**src/rtl/ovi_issue_sched_if.sv**
```systemverilog
// +----------------------------------------------------------------------+
// | ovi_issue_sched_if : OVI issue/dispatch/completion signal bundle      |
// | Rev 1.0                                                              |
// +----------------------------------------------------------------------+
`default_nettype none

interface ovi_issue_sched_if #(
  parameter int NUM_CREDITS  = 4,
  parameter int SBID_WIDTH   = 5,
  parameter int MAX_INFLIGHT = 4
);
  localparam int CW = $clog2(NUM_CREDITS + 1);
  localparam int IW = $clog2(MAX_INFLIGHT + 1);

  logic                  CORE_ISSUE_VALID;
  logic                  CORE_KILL;
  logic                  CORE_HALT;
  logic                  VPU_ISSUE_VALID;
  logic [SBID_WIDTH-1:0] VPU_ISSUE_SB_ID;
  logic                  VPU_ISSUE_CREDIT;
  logic                  VPU_DISPATCH_NEXT_SENIOR;
  logic                  VPU_DISPATCH_KILL;
  logic [SBID_WIDTH-1:0] VPU_DISPATCH_SB_ID;
  logic                  VPU_COMPLETED_VALID;
  logic [SBID_WIDTH-1:0] VPU_COMPLETED_SB_ID;
  logic                  CORE_COMPLETED_VALID;
  logic [SBID_WIDTH-1:0] CORE_COMPLETED_SB_ID;
  logic [CW-1:0]         CREDITS;
  logic [IW-1:0]         INFLIGHT;
  logic                  PROTO_ERR;

  // master is the scheduler; slave is the core/VPU environment
  modport master (
    input  CORE_ISSUE_VALID, CORE_KILL, VPU_ISSUE_CREDIT,
           VPU_COMPLETED_VALID, VPU_COMPLETED_SB_ID,
    output CORE_HALT, VPU_ISSUE_VALID, VPU_ISSUE_SB_ID,
           VPU_DISPATCH_NEXT_SENIOR, VPU_DISPATCH_KILL, VPU_DISPATCH_SB_ID,
           CORE_COMPLETED_VALID, CORE_COMPLETED_SB_ID,
           CREDITS, INFLIGHT, PROTO_ERR
  );

  modport slave (
    output CORE_ISSUE_VALID, CORE_KILL, VPU_ISSUE_CREDIT,
           VPU_COMPLETED_VALID, VPU_COMPLETED_SB_ID,
    input  CORE_HALT, VPU_ISSUE_VALID, VPU_ISSUE_SB_ID,
           VPU_DISPATCH_NEXT_SENIOR, VPU_DISPATCH_KILL, VPU_DISPATCH_SB_ID,
           CORE_COMPLETED_VALID, CORE_COMPLETED_SB_ID,
           CREDITS, INFLIGHT, PROTO_ERR
  );
endinterface

`default_nettype wire

```
**src/rtl/ovi_issue_sched.sv**
```systemverilog
// +----------------------------------------------------------------------+
// | ovi_issue_sched : credit-based multi-outstanding OVI issue scheduler  |
// | Rev 1.0                                                              |
// +----------------------------------------------------------------------+
`default_nettype none

module ovi_issue_sched #(
  parameter int NUM_CREDITS  = 4,
  parameter int SBID_WIDTH   = 5,
  parameter int MAX_INFLIGHT = 4
) (
  input  wire logic          CLK,
  input  wire logic          RST_N,
  ovi_issue_sched_if.master  bus
);
  localparam int CW  = $clog2(NUM_CREDITS + 1);
  localparam int IW  = $clog2(MAX_INFLIGHT + 1);
  localparam int NSB = 1 << SBID_WIDTH;

  localparam logic [CW-1:0] c_num_credits  = CW'(NUM_CREDITS);
  localparam logic [IW-1:0] c_max_inflight = IW'(MAX_INFLIGHT);

  logic [CW-1:0]         credits_q, credits_d;
  logic [IW-1:0]         inflight_q, inflight_d;
  logic [SBID_WIDTH-1:0] tail_q, tail_d;
  logic [NSB-1:0]        sb_q, sb_d;
  logic                  disp_vld_q, disp_vld_d;
  logic [SBID_WIDTH-1:0] disp_id_q, disp_id_d;
  logic                  cc_vld_q, cc_vld_d;
  logic [SBID_WIDTH-1:0] cc_id_q, cc_id_d;
  logic                  perr_q, perr_d;

  logic can_issue;
  logic issue;
  logic kill;
  logic comp_ok;
  logic comp_err;

  always_comb begin
    can_issue = (credits_q != '0) && (inflight_q < c_max_inflight) && !sb_q[tail_q];
    issue     = bus.CORE_ISSUE_VALID && can_issue;
    kill      = disp_vld_q && bus.CORE_KILL;
    // A completion racing a kill of the same sb_id is counted once, as a protocol error
    comp_ok   = bus.VPU_COMPLETED_VALID && sb_q[bus.VPU_COMPLETED_SB_ID] &&
                !(kill && (disp_id_q == bus.VPU_COMPLETED_SB_ID));
    comp_err  = bus.VPU_COMPLETED_VALID && !comp_ok;
  end

  always_comb begin
    credits_d  = credits_q;
    inflight_d = inflight_q + IW'(issue) - IW'(kill) - IW'(comp_ok);
    tail_d     = issue ? tail_q + 1'b1 : tail_q;
    sb_d       = sb_q;
    disp_vld_d = issue;
    disp_id_d  = tail_q;
    cc_vld_d   = comp_ok;
    cc_id_d    = bus.VPU_COMPLETED_SB_ID;
    perr_d     = perr_q || comp_err;

    if (issue) sb_d[tail_q] = 1'b1;
    if (kill) sb_d[disp_id_q] = 1'b0;
    if (comp_ok) sb_d[bus.VPU_COMPLETED_SB_ID] = 1'b0;

    if (issue && !bus.VPU_ISSUE_CREDIT) begin
      credits_d = credits_q - 1'b1;
    end else if (!issue && bus.VPU_ISSUE_CREDIT) begin
      if (credits_q == c_num_credits) begin
        perr_d = 1'b1;
      end else begin
        credits_d = credits_q + 1'b1;
      end
    end
  end

  always_ff @(posedge CLK or negedge RST_N) begin
    if (!RST_N) begin
      credits_q  <= c_num_credits;
      inflight_q <= '0;
      tail_q     <= '0;
      sb_q       <= '0;
      disp_vld_q <= 1'b0;
      disp_id_q  <= '0;
      cc_vld_q   <= 1'b0;
      cc_id_q    <= '0;
      perr_q     <= 1'b0;
    end else begin
      credits_q  <= credits_d;
      inflight_q <= inflight_d;
      tail_q     <= tail_d;
      sb_q       <= sb_d;
      disp_vld_q <= disp_vld_d;
      disp_id_q  <= disp_id_d;
      cc_vld_q   <= cc_vld_d;
      cc_id_q    <= cc_id_d;
      perr_q     <= perr_d;
    end
  end

  assign bus.CORE_HALT                = !can_issue;
  assign bus.VPU_ISSUE_VALID          = issue;
  assign bus.VPU_ISSUE_SB_ID          = tail_q;
  assign bus.VPU_DISPATCH_NEXT_SENIOR = disp_vld_q && !bus.CORE_KILL;
  assign bus.VPU_DISPATCH_KILL        = kill;
  assign bus.VPU_DISPATCH_SB_ID       = disp_id_q;
  assign bus.CORE_COMPLETED_VALID     = cc_vld_q;
  assign bus.CORE_COMPLETED_SB_ID     = cc_id_q;
  assign bus.CREDITS                  = credits_q;
  assign bus.INFLIGHT                 = inflight_q;
  assign bus.PROTO_ERR                = perr_q;

endmodule

`default_nettype wire

```
**src/flat_wrapper.sv**
```systemverilog
// flat-port wrapper written by rule: the top's interface ports become plain ports
module ovi_issue_sched_flat 
#(
  parameter int NUM_CREDITS  = 4,
  parameter int SBID_WIDTH   = 5,
  parameter int MAX_INFLIGHT = 4
)
  (CLK, RST_N, bus_CORE_ISSUE_VALID, bus_CORE_KILL, bus_VPU_ISSUE_CREDIT, bus_VPU_COMPLETED_VALID, bus_VPU_COMPLETED_SB_ID, bus_CORE_HALT, bus_VPU_ISSUE_VALID, bus_VPU_ISSUE_SB_ID, bus_VPU_DISPATCH_NEXT_SENIOR, bus_VPU_DISPATCH_KILL, bus_VPU_DISPATCH_SB_ID, bus_CORE_COMPLETED_VALID, bus_CORE_COMPLETED_SB_ID, bus_CREDITS, bus_INFLIGHT, bus_PROTO_ERR);
  ovi_issue_sched_if #(.NUM_CREDITS(NUM_CREDITS), .SBID_WIDTH(SBID_WIDTH), .MAX_INFLIGHT(MAX_INFLIGHT)) bus_i ();
  input  wire logic CLK;
  input  wire logic RST_N;
  input wire logic [$bits(bus_i.CORE_ISSUE_VALID)-1:0] bus_CORE_ISSUE_VALID;
  input wire logic [$bits(bus_i.CORE_KILL)-1:0] bus_CORE_KILL;
  input wire logic [$bits(bus_i.VPU_ISSUE_CREDIT)-1:0] bus_VPU_ISSUE_CREDIT;
  input wire logic [$bits(bus_i.VPU_COMPLETED_VALID)-1:0] bus_VPU_COMPLETED_VALID;
  input wire logic [$bits(bus_i.VPU_COMPLETED_SB_ID)-1:0] bus_VPU_COMPLETED_SB_ID;
  output wire logic [$bits(bus_i.CORE_HALT)-1:0] bus_CORE_HALT;
  output wire logic [$bits(bus_i.VPU_ISSUE_VALID)-1:0] bus_VPU_ISSUE_VALID;
  output wire logic [$bits(bus_i.VPU_ISSUE_SB_ID)-1:0] bus_VPU_ISSUE_SB_ID;
  output wire logic [$bits(bus_i.VPU_DISPATCH_NEXT_SENIOR)-1:0] bus_VPU_DISPATCH_NEXT_SENIOR;
  output wire logic [$bits(bus_i.VPU_DISPATCH_KILL)-1:0] bus_VPU_DISPATCH_KILL;
  output wire logic [$bits(bus_i.VPU_DISPATCH_SB_ID)-1:0] bus_VPU_DISPATCH_SB_ID;
  output wire logic [$bits(bus_i.CORE_COMPLETED_VALID)-1:0] bus_CORE_COMPLETED_VALID;
  output wire logic [$bits(bus_i.CORE_COMPLETED_SB_ID)-1:0] bus_CORE_COMPLETED_SB_ID;
  output wire logic [$bits(bus_i.CREDITS)-1:0] bus_CREDITS;
  output wire logic [$bits(bus_i.INFLIGHT)-1:0] bus_INFLIGHT;
  output wire logic [$bits(bus_i.PROTO_ERR)-1:0] bus_PROTO_ERR;
  assign bus_i.CORE_ISSUE_VALID = bus_CORE_ISSUE_VALID;
  assign bus_i.CORE_KILL = bus_CORE_KILL;
  assign bus_i.VPU_ISSUE_CREDIT = bus_VPU_ISSUE_CREDIT;
  assign bus_i.VPU_COMPLETED_VALID = bus_VPU_COMPLETED_VALID;
  assign bus_i.VPU_COMPLETED_SB_ID = bus_VPU_COMPLETED_SB_ID;
  assign bus_CORE_HALT = bus_i.CORE_HALT;
  assign bus_VPU_ISSUE_VALID = bus_i.VPU_ISSUE_VALID;
  assign bus_VPU_ISSUE_SB_ID = bus_i.VPU_ISSUE_SB_ID;
  assign bus_VPU_DISPATCH_NEXT_SENIOR = bus_i.VPU_DISPATCH_NEXT_SENIOR;
  assign bus_VPU_DISPATCH_KILL = bus_i.VPU_DISPATCH_KILL;
  assign bus_VPU_DISPATCH_SB_ID = bus_i.VPU_DISPATCH_SB_ID;
  assign bus_CORE_COMPLETED_VALID = bus_i.CORE_COMPLETED_VALID;
  assign bus_CORE_COMPLETED_SB_ID = bus_i.CORE_COMPLETED_SB_ID;
  assign bus_CREDITS = bus_i.CREDITS;
  assign bus_INFLIGHT = bus_i.INFLIGHT;
  assign bus_PROTO_ERR = bus_i.PROTO_ERR;
  ovi_issue_sched #(.NUM_CREDITS(NUM_CREDITS), .SBID_WIDTH(SBID_WIDTH), .MAX_INFLIGHT(MAX_INFLIGHT)) u_core (.CLK(CLK), .RST_N(RST_N), .bus(bus_i));
endmodule
```
**config.mk**
```make
export PLATFORM = sky130hd
export DESIGN_NAME = ovi_issue_sched_flat
export DESIGN_NICKNAME = d
export VERILOG_FILES = /design/src/rtl/ovi_issue_sched_if.sv /design/src/rtl/ovi_issue_sched.sv /design/src/flat_wrapper.sv
export SDC_FILE = /design/constraint.sdc
export NUM_CORES = 1
export LEC_CHECK = 0
export CAP_MARGIN = 20
export CORE_MARGIN = 2
export CORE_UTILIZATION = 60
export CTS_CLUSTER_SIZE = 16
export DETAILED_ROUTE_END_ITERATION = 10
export PLACE_DENSITY = 0.84
export SKIP_LAST_GASP = 1
export SYNTH_ARGS = -nofsm -noshare
export SYNTH_HDL_FRONTEND = slang
export SYNTH_SLANG_ARGS = --single-unit
```
**constraint.sdc**
```tcl
create_clock -name CLK -period 6.9 [get_ports CLK]
set_clock_uncertainty 0.15 [all_clocks]
set_input_delay 1.725 -clock CLK [delete_from_list [all_inputs] [get_ports CLK]]
set_output_delay 1.725 -clock CLK [all_outputs]
set_load 0.05 [all_outputs]
```
==> impl_metrics.json, run 1 <==
{
  "yosysUniqueCellTypes": 56,
  "cts_tree": "yes",
  "netSwitchingFraction_pct": 49.0,
  "grt_use_total_pct": 31.8,
  "core_area_mm2": 0.00585,
  "cts.clk_slew.worst_paths_ns": 0.10,
  "ir_drop_v": 0.000329,
  "post_cts_resized": 0,
  "cap_violations": 0,
  "end_kind": "output port",
  "fin_cells": 431,
  "crit_fanout": 7,
  "hp-start": "u_core.bus.PROTO_ERR$_DFF_PN0_",
  "power.clock.fraction_pct": 13.8,
  "grt_pass1_wl_mm": 15.6,
  "ctsRootBufferMaster": "clkbuf_8",
  "hold_buffers": 0,
  "sequentialPowerShare_pct": 34.3,
  "worstMarginPinSlew_ns": 0.952,
  "drc": 0,
  "synth-async-reset-ratio_pct": 100,
  "worstSetupPathType": "input port to output port",
  "viasPerCell": 7.10,
  "combPwrFrac_pct": 51.8,
  "grt_util_met3_pct": 6.33,
  "htreeDepth": 2,
  "grt_use_met2_pct": 47.0,
  "setup_viol": 0,
  "p_leak_nw": 1.59,
  "rows": 28,
  "gp_congestion": 0.973,
  "grt_overflow": 0,
  "power_density_mw_per_mm2": 424,
  "hold_viol": 0,
  "final_cell_mix": "dfrtp_1 (55), nor2_1 (38), clkdlybuf4s50_1 (36)",
  "grt_util_met1_pct": 45.2,
  "clk_latency_ns": 0.32,
  "final_util_pct": 68.5,
  "ys_warn_count": 0,
  "cp.required_ns": 5.03,
  "die_width_um": 81.3,
  "min_period_over_period_pct": 78.7,
  "post-cts-setup-buffers": 0,
  "drtIter0Drc": 404,
  "cts.path.max_buffers": 2,
  "cts_made_buffers": 5,
  "synth_edf_count": 0,
  "grt_max_degree": 57,
  "initial_core_util_pct": 61.3,
  "dp_hpwl_mm": 6.58,
  "wl_mm": 9.80,
  "ioPinCount": 38,
  "grt_setup_unrepaired": "no",
  "grt_pass1_vias": 2920,
  "grt_busiest_layer": "met2",
  "finalSetupTns_ns": 0,
  "ys.flop_type": "dfrtp_1",
  "seq_area_frac_synth_pct": 39.1,
  "reg2reg_depth": 11,
  "synth_cells": 337,
  "wl_per_cell_um": 22.7,
  "ys_ff_latch": 56,
  "fmax_mhz": 184,
  "drive_gt1_share_pct": 12.9,
  "rr_endpoint": "u_core.bus.CREDITS[2]$_DFFE_PN1P_",
  "dp.cells": 423,
  "num-nets-final": 377,
  "status": "complete, no violations",
  "worstSetupStartpointType": "input port",
  "clock-sinks": 56,
  "maxSlewViolCount": 0,
  "io_buffers": 37,
  "synth_area_mm2": 0.00359,
  "num_vias": 3060,
  "holdCritPathClass": "register to register",
  "layout_commonest_cell": "dfrtp_1",
  "avgSynthCellArea_um2": 10.6,
  "critPathArrivalTime_ns": 3.55,
  "synth_nets": 359,
  "relSlewSlack_pct": 36.6,
  "r2r-start": "u_core.bus.VPU_ISSUE_SB_ID[1]$_DFFE_PN0N_",
  "ant_nets": 0,
  "die-area_mm2": 0.00661,
  "crit_start": "bus_CORE_ISSUE_VALID",
  "grt_antenna_before_repair": 0,
  "p_sw_uw": 834,
  "fin_crit_ns": 5.43,
  "die_h_um": 81.3,
  "dr.pass1.iters": 5,
  "hold_path_depth": 1,
  "antennaDiodeCount": 0,
  "reg2reg_setup_slack_ns": 2.82,
  "hold-path-endpoint": "u_core.bus.PROTO_ERR$_DFF_PN0_",
  "internal_power_uw": 867,
  "areaGrowthSynthToFinish_pct": 11.8
}
through the flow:
stage               power [mW]  setup slack (ns)  instance area [um2]  hold WS (ns)
floorplan                 1.22              2.55                 3590         0.381
global placement          1.43              1.46                 3880         0.325
detailed placement        1.45              1.46                 3880         0.349
CTS                       1.68              1.46                 4010         0.378
global route              1.78              1.30                 4010         0.407
finish                    1.70              1.47                 4010         0.381
power groups by stage:
stage | Sequential [mW] | Combinational, mW | Clock [mW]
4_1_cts | 0.576 | 0.872 | 0.236
5_1_grt | 0.596 | 0.930 | 0.253
3_5_place_dp | 0.581 | 0.868 | 0
2_1_floorplan | 0.651 | 0.571 | 0
6_report | 0.584 | 0.881 | 0.235
3_3_place_gp | 0.579 | 0.851 | 0
per-layer routing:
layer | routed length (um) | part of all wire (%)
met1 | 3970 | 41
met2 | 4470 | 46
met3 | 962 | 9.8
met4 | 393 | 4.0
met5 | 0 | 0
worst max-delay path by stage:
stage,to,slack [ns],cells after the start
finish,bus_VPU_ISSUE_VALID,1.47,4
CTS,bus_VPU_ISSUE_VALID,1.46,4
floorplan,bus_CORE_HALT,2.55,7
detailed placement,bus_VPU_ISSUE_VALID,1.46,4
global placement,bus_VPU_ISSUE_VALID,1.46,4
global route,bus_VPU_ISSUE_VALID,1.30,6
critical path, cell delays in order:
cell	delay (ns)
clkdlybuf4s50_1	0.45
and3_1	0.21
and2_1	0.31
clkdlybuf4s50_1	0.86
cell usage after synthesis (all sizes together) (2+ instances only):
| cell | number | area share (%) |
|---|---|---|
| clkbuf | 10 | 1.0 |
| mux2i | 2 | 0.56 |
| a211oi | 25 | 5.4 |
| dfrtp | 55 | 38 |
| a41oi | 25 | 6.1 |
| or3 | 2 | 0.35 |
| nand4 | 2 | 0.35 |
| nor2b | 2 | 0.35 |
| nand2 | 12 | 1.3 |
| ha | 10 | 3.5 |
| nand3 | 8 | 1.5 |
| o22ai | 7 | 1.2 |
| nand2b | 3 | 0.52 |
| a221oi | 9 | 3.6 |
| buf | 19 | 4.1 |
| a21oi | 6 | 0.84 |
| inv | 18 | 1.9 |
| xnor2 | 7 | 1.7 |
| and3b | 5 | 1.2 |
| a22oi | 5 | 1.3 |
| nor3b | 7 | 2.0 |
| nor3 | 7 | 1.1 |
| xor2 | 4 | 0.98 |
| mux4 | 10 | 6.4 |
| and2 | 3 | 0.52 |
| nor2 | 38 | 4.0 |
| and3 | 7 | 1.2 |
| nand3b | 4 | 0.84 |
| mux2 | 11 | 3.8 |
state kept, by name, indices dropped and copies added (netlist names):
name / flops
u_core.bus.CORE_COMPLETED_VALID: 1
u_core.bus.CREDITS: 3
u_core.bus.CORE_COMPLETED_SB_ID: 5
u_core.disp_vld_q: 1
u_core.bus.INFLIGHT: 3
u_core.bus.VPU_ISSUE_SB_ID: 5
u_core.bus.VPU_DISPATCH_SB_ID: 5
u_core.bus.PROTO_ERR: 1
u_core.sb_q: 32
cells by family (layout without fill, tap and decap cells):
logic type	count (synthesis)	in the layout	share of synthesized area (%)
and+or+nand+nor	104	104	16.1
xor gates and xnor gates	11	11	2.69
DFF	56	56	39.1
muxes	23	23	10.7
adders and majority gates	11	11	4.05
AOI/OAI and AO/OA	85	85	20.3
buffers and inverters	47	66	7.05
layout make-up:
class,instances,area [um2]
fillers,422,1840
inverters,18,67.6
clock inverters,1,30.0
well taps,75,93.8
flip-flops and latches,56,1400
multi-input cells,234,1930
repair buffers,40,388
clock buffers,7,96.3
No activity file was read; power rests on OpenSTA's default activity.
==> inputs of run 2 (changes only) <==
--- a/config.mk
+++ b/config.mk
@@ -7,10 +7,10 @@
 export LEC_CHECK = 0
 export CAP_MARGIN = 20
 export CORE_MARGIN = 2
-export CORE_UTILIZATION = 60
+export CORE_UTILIZATION = 57
 export CTS_CLUSTER_SIZE = 16
 export DETAILED_ROUTE_END_ITERATION = 10
-export PLACE_DENSITY = 0.84
+export PLACE_DENSITY = 0.8
 export SKIP_LAST_GASP = 1
 export SYNTH_ARGS = -nofsm -noshare
 export SYNTH_HDL_FRONTEND = slang
==> constraint.sdc (replaced) <==
create_clock -name CLK -period 5.4 [get_ports CLK]
set_clock_uncertainty 0.15 [all_clocks]
set_input_delay 1.35 -clock CLK [delete_from_list [all_inputs] [get_ports CLK]]
set_output_delay 1.35 -clock CLK [all_outputs]
set_load 0.05 [all_outputs]
==> impl_metrics.json, run 2 (synthesis gave the netlist of run 1 again) <==
{
  "final_cell_mix": "dfrtp_1 (55), nor2_1 (38), clkdlybuf4s50_1 (35)",
  "reg2reg_depth": 13,
  "dp_hpwl_mm": 6.94,
  "worstPathCellList": "buf_4 > mux2_4 > a21oi_1 > nand2_1 > a221oi_2 > buf_4 > nand3_1 > clkdlybuf4s50_1",
  "status": "complete, no violations",
  "grt_max_degree": 57,
  "netSwitchingFraction_pct": 50.7,
  "rows": 28,
  "hold_buffers": 0,
  "io_buffers": 37,
  "post-cts-setup-buffers": 0,
  "layout_setup_ws_ns": 0.596,
  "grt_antenna_before_repair": 0,
  "p_sw_mw": 1.09,
  "hold_path_depth": 1,
  "holdCritPathClass": "register to register",
  "p_leak_nw": 1.59,
  "initial_core_util_pct": 59.9,
  "cp_common_cell": "buf_4",
  "dr.pass1.iters": 6,
  "rr_endpoint": "u_core.bus.CREDITS[2]$_DFFE_PN1P_",
  "worstSetupPathType": "register to output port",
  "drtIter0Drc": 564,
  "pre_cts_slack_ns": 0.440,
  "finalSetupTns_ns": 0,
  "worstMarginPinSlew_ns": 0.839,
  "grt_pass1_vias": 3093,
  "power.clock.fraction_pct": 10.5,
  "setup_viol": 0,
  "post_cts_resized": 0,
  "cts.clk_slew.worst_paths_ns": 0.09,
  "p_total_mw": 2.15,
  "reg2reg_setup_slack_ns": 1.05,
  "antennaDiodeCount": 0,
  "cp.required_ns": 3.90,
  "regMostFlops": "u_core.sb_q",
  "grt_use_total_pct": 30.4,
  "fmax_mhz": 208,
  "power_density_mw_per_mm2": 536,
  "relSlewSlack_pct": 43.8,
  "num-nets-final": 381,
  "sequentialPowerShare_pct": 34.8,
  "hp-start": "u_core.bus.PROTO_ERR$_DFF_PN0_",
  "grt_overflow": 0,
  "combPwrFrac_pct": 54.7,
  "gp_congestion": 0.935,
  "cap_violations": 0,
  "end_kind": "output port",
  "grt_pass1_wl_mm": 16.5,
  "min_period_over_period_pct": 89.0,
  "areaGrowthSynthToFinish_pct": 11.6,
  "largest_register_ff_count": 32,
  "cts_tree": "yes",
  "drive_gt1_share_pct": 13.3,
  "maxSlewViolCount": 0,
  "hold-path-endpoint": "u_core.bus.PROTO_ERR$_DFF_PN0_",
  "ioPinCount": 38,
  "num_vias": 3165,
  "cts_made_buffers": 5,
  "critPathArrivalTime_ns": 3.30,
  "layout_commonest_cell": "dfrtp_1",
  "timing.hold.ws_ns": 0.342,
  "drc": 0,
  "clock-sinks": 56,
  "grt_setup_unrepaired": "no",
  "worstSetupStartpointType": "register",
  "wl_per_cell_um": 23.7,
  "wl_mm": 10.3,
  "crit_fanout": 16,
  "fin_crit_ns": 4.80,
  "ant_nets": 0,
  "ir_drop_v": 0.000326,
  "internal_power_mw": 1.06,
  "clk_latency_ns": 0.32,
  "htreeDepth": 2,
  "r2r-start": "u_core.bus.VPU_ISSUE_SB_ID[1]$_DFFE_PN0N_",
  "die_width_um": 83.3,
  "max_stage_delay_ns": 0.87,
  "cts.path.max_buffers": 2,
  "die-area_mm2": 0.00694,
  "hold_viol": 0,
  "die_h_um": 83.3,
  "viasPerCell": 7.28,
  "ctsRootBufferMaster": "clkbuf_8",
  "cp_slowest_cell": "dfrtp_1",
  "core_area_mm2": 0.00599
}
## run 2: cell count changes in the layout (fill, tap and decap cells not counted), sizes merged
cell / change
bufinv: -1
clkbuf: +1
clkdlybuf4s50: -1
buf: +5
## run 2: critical path, delay by kind of cell (launching register included)
family,cells,cell delay [ns]
buf+inv,3,1.22
compound gates,2,0.43
flops,1,0.87
simple gates,2,0.17
mux,1,0.30
## run 2: power groups by stage
stage | clock (mW) | combinational, mW | sequential (mW)
after floorplan | 0 | 0.729 | 0.831
after global placement | 0 | 1.13 | 0.740
after detailed placement | 0 | 1.15 | 0.742
after CTS | 0.227 | 1.15 | 0.735
after global routing | 0.244 | 1.23 | 0.758
final | 0.225 | 1.17 | 0.748
## run 2: worst max path at each step
stage	startpoint	to	slack, ns	cells after the start
final	u_core.bus.VPU_ISSUE_SB_ID[1]$_DFFE_PN0N_	bus_CORE_HALT	0.60	8
after global routing	u_core.bus.VPU_ISSUE_SB_ID[1]$_DFFE_PN0N_	bus_CORE_HALT	0.52	8
after CTS	u_core.bus.VPU_ISSUE_SB_ID[1]$_DFFE_PN0N_	bus_CORE_HALT	0.65	8
after detailed placement	bus_VPU_COMPLETED_SB_ID[0]	u_core.bus.INFLIGHT[2]$_DFF_PN0_	0.44	13
after global placement	bus_VPU_COMPLETED_SB_ID[0]	u_core.bus.INFLIGHT[2]$_DFF_PN0_	0.62	13
after floorplan	u_core.bus.VPU_ISSUE_SB_ID[1]$_DFFE_PN0N_	bus_CORE_HALT	1.43	7
## run 2: area by class of cell
cell class	instances	area [um2]
repair buffers	44	428
flip-flops and latches	56	1400
well taps	75	93.8
multi-input cells	234	1930
fillers	456	1990
clock buffers	8	80.1
inverters	18	67.6
## run 2: per-stage QoR
| stage | instances | area, um2 | util, % |
|---|---|---|---|
| after global placement | 427 | 3920 | 65.5 |
| after floorplan | 337 | 3590 | - |
| after global routing | 435 | 4000 | 66.8 |
| after CTS | 435 | 4000 | 66.8 |
| after detailed placement | 427 | 3920 | 65.5 |
| final | 435 | 4000 | 66.8 |
## run 2: routing by layer
metal | share of wire [%] | vias up | wire [um] | GRT usage (%)
met4 | 5.0 | 0 | 519 | 17.3
met3 | 13 | 58 | 1340 | 7.95
met2 | 43 | 257 | 4480 | 43.8
met5 | 0 | - | 0 | 0
met1 | 38 | 1522 | 3960 | 41.6
li1 | - | 1328 | - | -
==> inputs of run 3 (changes only) <==
--- a/config.mk
+++ b/config.mk
@@ -15,3 +15,4 @@
 export SYNTH_ARGS = -nofsm -noshare
 export SYNTH_HDL_FRONTEND = slang
 export SYNTH_SLANG_ARGS = --single-unit
+export TNS_END_PERCENT = 10
==> results of run 3 <==
The final DEF is identical to that of run 2; final timing and power are the same.
